===== src/rtl/fetch_pkg.sv =====
// fetch_pkg: widths, halt opcode and fetch FSM encoding shared by the PC,
// fetch and decode stages.
package fetch_pkg;

   localparam int ADDR_W  = 8;
   localparam int INSTR_W = 32;

   localparam logic [INSTR_W-1:0] HALT_OPCODE = 32'hFFFF_FFFF;

   typedef enum logic [1:0] {
      RUN      = 2'd0,
      DBG_WAIT = 2'd1,
      DBG_STEP = 2'd2,
      HALT     = 2'd3
   } fetch_state_e;

   // Saturating 16-bit increment for event counters.
   function automatic logic [15:0] sat_inc16(input logic [15:0] value);
      return (value == 16'hFFFF) ? value : value + 16'd1;
   endfunction

endpackage


===== src/rtl/fetch_next_pc.sv =====
// fetch_next_pc: combinational next-PC / PC-hold / imem address selection.
// Ports:
//   reset                        synchronous active-low reset level
//   state                        current fetch FSM state
//   stall                        hazard stall request
//   branch_taken/branch_target   ID redirect (wins over jump)
//   jump_taken/jump_target       ID redirect
//   pc_addr                      current PC value
//   req_pc                       address of the word in flight
//   next_pc                      next PC value
//   pc_not_enable                1 = PC holds
//   imem_addr                    instruction memory read address
module fetch_next_pc
   import fetch_pkg::*;
(
   input  logic              reset,
   input  fetch_state_e      state,
   input  logic              stall,
   input  logic              branch_taken,
   input  logic [ADDR_W-1:0] branch_target,
   input  logic              jump_taken,
   input  logic [ADDR_W-1:0] jump_target,
   input  logic [ADDR_W-1:0] pc_addr,
   input  logic [ADDR_W-1:0] req_pc,
   output logic [ADDR_W-1:0] next_pc,
   output logic              pc_not_enable,
   output logic [ADDR_W-1:0] imem_addr
);

   logic hold;

   // Halt ignores redirects; otherwise a redirect overrides stall and debug hold.
   always_comb begin
      next_pc       = pc_addr;
      pc_not_enable = 1'b1;
      imem_addr     = req_pc;
      hold          = stall || (state == DBG_WAIT);
      if (!reset) begin
         next_pc   = '0;
         imem_addr = '0;
      end else if (state != HALT) begin
         if (branch_taken) begin
            next_pc       = branch_target;
            pc_not_enable = 1'b0;
            imem_addr     = pc_addr;
         end else if (jump_taken) begin
            next_pc       = jump_target;
            pc_not_enable = 1'b0;
            imem_addr     = pc_addr;
         end else if (!hold) begin
            next_pc       = pc_addr + 1'b1;
            pc_not_enable = 1'b0;
            imem_addr     = pc_addr;
         end
      end
   end

endmodule


===== src/rtl/fetch_stage.sv =====
// fetch_stage: instruction fetch between the PC and the IF/ID register.
// Drives the synchronous instruction memory, tracks the word in flight,
// loads IF/ID, and handles stall, redirect squash, halt and debug stepping.
// Ports:
//   clk, reset (sync, active-low)
//   pc_addr                  current PC value
//   next_pc, pc_not_enable   feedback to the PC (combinational)
//   imem_addr, imem_data     instruction memory (data valid one cycle later)
//   stall                    hazard stall
//   branch_*/jump_*          redirects from ID
//   debug_mode, debug_step   step-controlled execution
//   ifid_instr, ifid_pc_plus1, ifid_valid   IF/ID register
//   halted                   halt opcode fetched
//   fetch_count              saturating count of valid IF/ID loads
//
// state    | meaning
// RUN      | free-running fetch, one instruction per cycle
// DBG_WAIT | debug hold, waiting for a debug_step pulse
// DBG_STEP | one advancing edge, then back to DBG_WAIT
// HALT     | halt opcode loaded, fetch frozen until reset
module fetch_stage
   import fetch_pkg::*;
(
   input  logic               clk,
   input  logic               reset,
   input  logic [ADDR_W-1:0]  pc_addr,
   output logic [ADDR_W-1:0]  next_pc,
   output logic               pc_not_enable,
   output logic [ADDR_W-1:0]  imem_addr,
   input  logic [INSTR_W-1:0] imem_data,
   input  logic               stall,
   input  logic               branch_taken,
   input  logic [ADDR_W-1:0]  branch_target,
   input  logic               jump_taken,
   input  logic [ADDR_W-1:0]  jump_target,
   input  logic               debug_mode,
   input  logic               debug_step,
   output logic [INSTR_W-1:0] ifid_instr,
   output logic [ADDR_W-1:0]  ifid_pc_plus1,
   output logic               ifid_valid,
   output logic               halted,
   output logic [15:0]        fetch_count
);

   fetch_state_e      state;
   logic              req_valid;
   logic [ADDR_W-1:0] req_pc;
   logic              redirect;
   logic              advance;
   logic              halt_load;

   assign redirect  = (branch_taken || jump_taken) && (state != HALT);
   assign advance   = !redirect && !stall && ((state == RUN) || (state == DBG_STEP));
   assign halt_load = advance && req_valid && (imem_data == HALT_OPCODE);

   fetch_next_pc u_next_pc (
      .reset         (reset),
      .state         (state),
      .stall         (stall),
      .branch_taken  (branch_taken),
      .branch_target (branch_target),
      .jump_taken    (jump_taken),
      .jump_target   (jump_target),
      .pc_addr       (pc_addr),
      .req_pc        (req_pc),
      .next_pc       (next_pc),
      .pc_not_enable (pc_not_enable),
      .imem_addr     (imem_addr)
   );

   always_ff @(posedge clk) begin
      if (!reset) begin
         state         <= RUN;
         req_valid     <= 1'b0;
         req_pc        <= '0;
         ifid_instr    <= '0;
         ifid_pc_plus1 <= '0;
         ifid_valid    <= 1'b0;
         halted        <= 1'b0;
         fetch_count   <= '0;
      end else begin
         if (redirect) begin
            // Squash both the IF/ID word and the word in flight.
            ifid_valid <= 1'b0;
            req_valid  <= 1'b0;
         end else if ((state == HALT) || (!stall && (state == DBG_WAIT))) begin
            ifid_valid <= 1'b0;
         end else if (advance) begin
            ifid_instr    <= imem_data;
            ifid_pc_plus1 <= req_pc + 1'b1;
            ifid_valid    <= req_valid;
            req_pc        <= pc_addr;
            req_valid     <= 1'b1;
            if (req_valid) begin
               fetch_count <= sat_inc16(fetch_count);
            end
            if (halt_load) begin
               halted <= 1'b1;
            end
         end

         if (halt_load) begin
            state <= HALT;
         end else begin
            case (state)
               RUN:      if (debug_mode) state <= DBG_WAIT;
               DBG_WAIT: if (!debug_mode) state <= RUN;
                         else if (debug_step) state <= DBG_STEP;
               DBG_STEP: state <= debug_mode ? DBG_WAIT : RUN;
               HALT:     state <= HALT;
               default:  state <= RUN;
            endcase
         end
      end
   end

endmodule

===== config.mk =====
export PLATFORM = sky130hd
export DESIGN_NAME = fetch_stage
export DESIGN_NICKNAME = d
export VERILOG_FILES = /design/src/rtl/fetch_pkg.sv /design/src/rtl/fetch_next_pc.sv /design/src/rtl/fetch_stage.sv
export SDC_FILE = /design/constraint.sdc
export NUM_CORES = 1
export LEC_CHECK = 0
export ABC_CLOCK_PERIOD_IN_PS = 4800
export CORE_MARGIN = 4
export CORE_UTILIZATION = 47
export DETAILED_ROUTE_END_ITERATION = 8
export MAX_ROUTING_LAYER = met4
export PLACE_DENSITY = 0.95
export SLEW_MARGIN = 15
export SYNTH_ARGS = -nofsm -noshare
export SYNTH_HDL_FRONTEND = slang
export SYNTH_SLANG_ARGS = --single-unit

===== constraint.sdc =====
create_clock -name clk -period 4.8 [get_ports clk]
set_input_delay 0.48 -clock clk [delete_from_list [all_inputs] [get_ports clk]]
set_output_delay 0.48 -clock clk [all_outputs]
set_load 0.02 [all_outputs]

## Yosys cells after proc, flatten, opt, wreduce, memory -nomap -nowiden

Index checks and enable logic that the tools add are counted.

- Flip-flop bits (word level): 69
- Bits in latches: 0
- Bits in writable memories: 0
- Memory bits (read-only): 0
- Input bits: 63
- Output and inout bits: 75
- Logic and storage cells: 64
- Memories kept: 0

- Add/subtract/negate cells: 3
- Multiply operators: 0
- Divide/modulo/power cells: 0
- Order comparisons: 0
- Eq/ne operators: 8
- Shift operators: 0
- Mux-type cells: 21
- Bitwise operators: 4
- Reductions and logical operators: 20

Operators by type and width:

| kind | number |
|---|---|
| 8-bit 2-to-1 mux | 10 |
| 32-bit == test, second input constant | 1 |
| 16-bit by 1-bit adder with 16-bit output, second input constant | 1 |
| 8-bit by 1-bit adder with 8-bit output, second input constant | 2 |
| 16-bit == test, second input constant | 1 |
| 2-bit 2-to-1 mux | 4 |
| 2-bit case mux with 4 select lines | 1 |
| 1-bit logical AND | 6 |
| 1-bit 2-to-1 mux | 6 |
| 5-bit AND reduction | 1 |
| 2-bit == test, second input constant | 2 |
| 1-bit logical OR | 4 |
| 4-bit inequality test, second input constant | 1 |
| 1-bit NOT | 4 |
| 2-bit AND reduction | 2 |
| 4-bit AND reduction | 1 |
| 3-bit inequality test, second input constant | 1 |
| 3-bit AND reduction | 1 |
| 3-bit OR reduction | 1 |
| 2-bit by 1-bit == test with 1-bit output, second input constant | 1 |
| 1-bit logical NOT | 2 |
| 2-bit logical NOT | 1 |
| 2-bit inequality test, second input constant | 1 |
| 2-bit OR reduction | 1 |

## Depth between registers and ports, before layout

- Depth after elaboration: 9
- Gate-level depth with buffers: 6
- Depth with buffers taken out: 5

## Modules after synthesis

Synthesis repeated with hierarchy kept, for this count alone.

- Cell total of the unflattened synthesis: 442
- Area total of the unflattened synthesis: 3415.8 um^2

Modules (own cells, without submodules):

| module | times used | cells an instance | area each (um^2) |
|---|---|---|---|
| fetch_stage | 1 | 350 | 2793.9 |
| fetch_next_pc | 1 | 92 | 621.8 |

## Worst setup path before layout

No wires, ideal clock.

- Kind: in2out
- Start: input port jump_taken
- End: output port next_pc[1]
- Arrival: 2006 ps
- Required time: 4320 ps
- Slack: 2314 ps
- Cell stages on the path: 6
- Path buffers: 2
- Cells stage by stage: clkbuf_1 -> nor2_1 -> a22oi_1 -> clkbuf_1 -> o21ai_0 -> a21oi_1

- Word-level cells in the longest chain between the ends: 4

Ends and longest elaborated chain:

| element | line | text |
|---|---|---|
| from (decl) | fetch_stage.sv:34 | `input logic jump_taken,` |
| 8-bit 2-to-1 mux | fetch_next_pc.sv:46 | `end else if (jump_taken) begin` |
| 8-bit 2-to-1 mux | fetch_next_pc.sv:42 | `if (branch_taken) begin` |
| 8-bit 2-to-1 mux | fetch_next_pc.sv:41 | `end else if (state != HALT) begin` |
| 8-bit 2-to-1 mux | fetch_next_pc.sv:38 | `if (!reset) begin` |
| to (decl) | fetch_stage.sv:27 | `output logic [ADDR_W-1:0] next_pc,` |

Every way passes these cells.

## Worst setup path in the final report

- Start: input port branch_taken
- End: output port imem_addr[6]

- Word-level cells in the longest chain between the ends: 3

Ends and longest elaborated chain:

| element | line | text |
|---|---|---|
| from (decl) | fetch_stage.sv:32 | `input logic branch_taken,` |
| 8-bit 2-to-1 mux | fetch_next_pc.sv:42 |  |
| 8-bit 2-to-1 mux | fetch_next_pc.sv:41 |  |
| 8-bit 2-to-1 mux | fetch_next_pc.sv:38 |  |
| to (decl) | fetch_stage.sv:29 | `output logic [ADDR_W-1:0] imem_addr,` |

Every way passes these cells.

==> metrics list <==
* Run status: finished clean
- Dividing total power by cell area gives a power density of about 270 nW/um^2.
- In the final layout, the share of cells above drive strength 1 is 0.0491.
- After detailed routing, the wire length on met1 is ~4300 um.
* Violation count after the first detailed-routing iteration: about 270
- Starting density of the core: 0.490
- Number of levels the H-tree was split into: 3
- Relative to the synthesized area, the layout overhead comes to 48.2%.
* Worst clock skew: 0.00466 ns
- Endpoint required time on the critical path: 4.32 ns
- Commonest cells after routing, fill and taps aside: 137 x sky130_fd_sc_hd__clkdlybuf4s50_1, 107 x sky130_fd_sc_hd__nand2_1, 69 x sky130_fd_sc_hd__dfxtp_1, 62 x sky130_fd_sc_hd__a21oi_1, 24 x sky130_fd_sc_hd__nor2_1
* Number of warnings issued by yosys: 0
- Measured along the y axis, the die boundary spans between 90 and 100 um.
- In this run the remaining antenna-violating nets after routing total 0.
- The number of global-route vias before repair was 3,692.
- Total vias in the final route: 3,697
* Final-layout setup total negative slack: 0 ns
- The number of nets in the synthesized netlist is 511.
* Number of search-and-repair iterations in the first detailed-routing pass: 5
- In the detailed route, the total length drawn on met2 is 5290 um.
* Max-Cap Viols: 0
- Of all nets on the critical path, the largest fanout is 18.
* Worst endpoint data arrival time: 2.93 ns
- Critical path class: primary input to output port
- Total Die Area: ~8600 um^2
- Remaining max-slew budget at the tightest pin: 0.441
- After layout, the design draws a total of between 1 and 1.5 mW.
- The final layout contains 632 nets.
- Number of gates given a new drive strength after cts: 0
* RD Place Congestion: 0.914
- Wire segments on met3 add up to between 800 and 900 um in the final route.
- CTS max path bufs: 2
* Max Fclk: approximately 0.3 GHz
- For this design, the CTS-stage hold fixing added 0 buffers.
- Share of Yosys cell area claimed by the top area cell type: 0.408
- Initial antenna violation count: 0
* Number of buffers added for setup after CTS: 0
- Top area cells in the synthesized netlist: sky130_fd_sc_hd__dfxtp_1 41%, sky130_fd_sc_hd__nand2_1 12%, sky130_fd_sc_hd__a21oi_1 9.2%
* TritonCTS Buffers: 9
* Clock sinks: 69
* Async SR Flop Fraction: 0
* Total count of max-transition violations in the final report: 0
- Combined global-route utilization of all metal layers: 0.260
* Average footprint of a synthesized cell: 7.60 um^2
- TritonCTS built the clock tree.
- Post-synthesis register bit count: a little under 70
- Number of remaining DRC errors: 0
* Nature of the critical path endpoint: output port
* Most frequent standard cell in the layout excluding fill and tap cells: sky130_fd_sc_hd__clkdlybuf4s50_1
- The routed design has approximately 11,000 um of wire.
- Worst VDD drop: 0.193 mV
* Count of flip-flops with a built-in enable after synthesis: 0
* Classification of the worst-slack hold path: flop to flop
* Horizontal die dimension: just over 90 um
- Among all flip-flop cells after synthesis, the most frequent one is sky130_fd_sc_hd__dfxtp_1.
* Via-to-Cell Ratio: about 5.6
- The largest total area in the synthesized netlist belongs to sky130_fd_sc_hd__dfxtp_1.
- Summed over all cells, the static leakage comes to 1.73 nW.
- Pin placement for this block handled 138 I/O pins.
- The number of antenna diodes in the final layout is 0.
- After clock tree synthesis, the clock-pin slew on the worst setup and hold paths is about 0.070 ns.
* Number of port buffers: 137
- Half-perimeter wire length of the detailed placement result: 7900 um
* Area of the mapped netlist: about 3400 um^2
* Overflow left after global routing: 0
* Actual transition at the worst max-transition pin: 0.836 ns
* Core area: 6910 um^2
- Of the available clock period, the critical path in the final layout requires 0.710.
- Setup violations remaining at the end of the flow were counted as 0.
* Insertion delay to the later sink of the worst-skew pair: 0.34 ns
- For this run, the register share of the synthesized area comes to 0.408.
- After floorplanning, the core was divided into 30 placement rows.
- After technology mapping, the gate count stands at 445.
- The worst path in the final design needs a cycle of 3.41 ns, including I/O delays and setup.
- Average wire length per cell after detail routing: 16.2 um
- Yosys mapped the design onto 46 distinct sky130hd cell types.
- The first global-routing pass estimated 17,300 um of wire.
- Max layer used: met4
- Clock tree root driver cell: sky130_fd_sc_hd__clkbuf_8
* Startpoint type of the worst setup path: primary input
- Final Hold Vio Count: 0
* Largest net degree at the start of global routing: 71
- Setup repair after global routing left no endpoint under its margin.
## report_power, final
group	internal (mW)	switching [mW]	total (mW)
clock network	0.343	0.218	0.561
logic	0.108	0.108	0.216
registers	0.586	0.0104	0.596
total	1.04	0.337	1.37
## flip-flops by register name, summed over array words and instances (netlist names)
register	cells
state	2
fetch_count	16
ifid_instr	32
req_valid	1
halted	1
ifid_valid	1
req_pc	8
ifid_pc_plus1	8
## cells by family after synthesis
| group | Yosys count | share of synthesized area |
|---|---|---|
| AO/OA/AOI/OAI | 110 | 0.195 |
| XOR/XNOR | 6 | 0.0155 |
| adder cells (fa/ha/maj) | 3 | 0.0111 |
| buffers and inverters | 40 | 0.0488 |
| flip-flops | 69 | 0.408 |
| multiplexers | 12 | 0.0355 |
| AND/OR/NAND/NOR | 205 | 0.285 |
## through the flow
stage	hold WS (ns)	instance area, um^2	worst slack, ns	util	instances
3_5_place_dp	0.446	4780	1.41	0.692	651
3_3_place_gp	0.441	4780	1.48	0.692	651
2_1_floorplan	0.460	3380	2.31	-	445
5_1_grt	0.480	5010	1.14	0.726	666
6_report	0.458	5010	1.39	0.726	666
4_1_cts	0.457	5010	1.40	0.726	666
## synth_stat cells (4+ instances only)
master / instances
sky130_fd_sc_hd__or4_1: 7
sky130_fd_sc_hd__buf_1: 5
sky130_fd_sc_hd__nand3_1: 7
sky130_fd_sc_hd__mux2i_1: 12
sky130_fd_sc_hd__inv_1: 8
sky130_fd_sc_hd__a21oi_1: 62
sky130_fd_sc_hd__a211oi_1: 7
sky130_fd_sc_hd__nand2b_1: 4
sky130_fd_sc_hd__nand2_1: 107
sky130_fd_sc_hd__o31ai_1: 5
sky130_fd_sc_hd__nor2_1: 24
sky130_fd_sc_hd__nor3_1: 7
sky130_fd_sc_hd__o21ai_0: 11
sky130_fd_sc_hd__and3_1: 4
sky130_fd_sc_hd__dfxtp_1: 69
sky130_fd_sc_hd__xor2_1: 4
sky130_fd_sc_hd__clkbuf_1: 24
sky130_fd_sc_hd__nand4_1: 17
sky130_fd_sc_hd__nor4_1: 12
## final timing paths
| kind | from | to | slack (ns) | cells past startpoint |
|---|---|---|---|---|
| min | ifid_instr[8] | ifid_instr[8] | 0.46 | 2 |
| max | branch_taken | imem_addr[6] | 1.39 | 7 |
| max reg2reg | state[0] | fetch_count[14] | 2.45 | 4 |
| min reg2reg | ifid_instr[8] | ifid_instr[8] | 0.46 | 2 |
## routing by layer
layer	track usage	vias up
met2	0.425	143
met5	-	-
li1	-	1832
met4	0.109	0
met3	0.0788	29
met1	0.295	1693
## worst max-delay path: stages
cell and delay (ns):
sky130_fd_sc_hd__clkdlybuf4s50_1 0.88, sky130_fd_sc_hd__nor2_1 0.19, sky130_fd_sc_hd__a22oi_1 0.23, sky130_fd_sc_hd__buf_4 0.24, sky130_fd_sc_hd__mux2i_1 0.10, sky130_fd_sc_hd__nor2_1 0.13
sky130_fd_sc_hd__clkdlybuf4s50_1 0.66
## cell type report
| type | count | area (um^2) |
|---|---|---|
| fill | 534 | 1890 |
| clock buffer | 9 | 124 |
| inverter | 9 | 33.8 |
| sequential | 69 | 1380 |
| clock inverter | 6 | 111 |
| multi-input combinational | 336 | 1840 |
| tap | 96 | 120 |
| timing repair buffer | 141 | 1400 |
No activity file was read; power rests on OpenSTA's default activity.
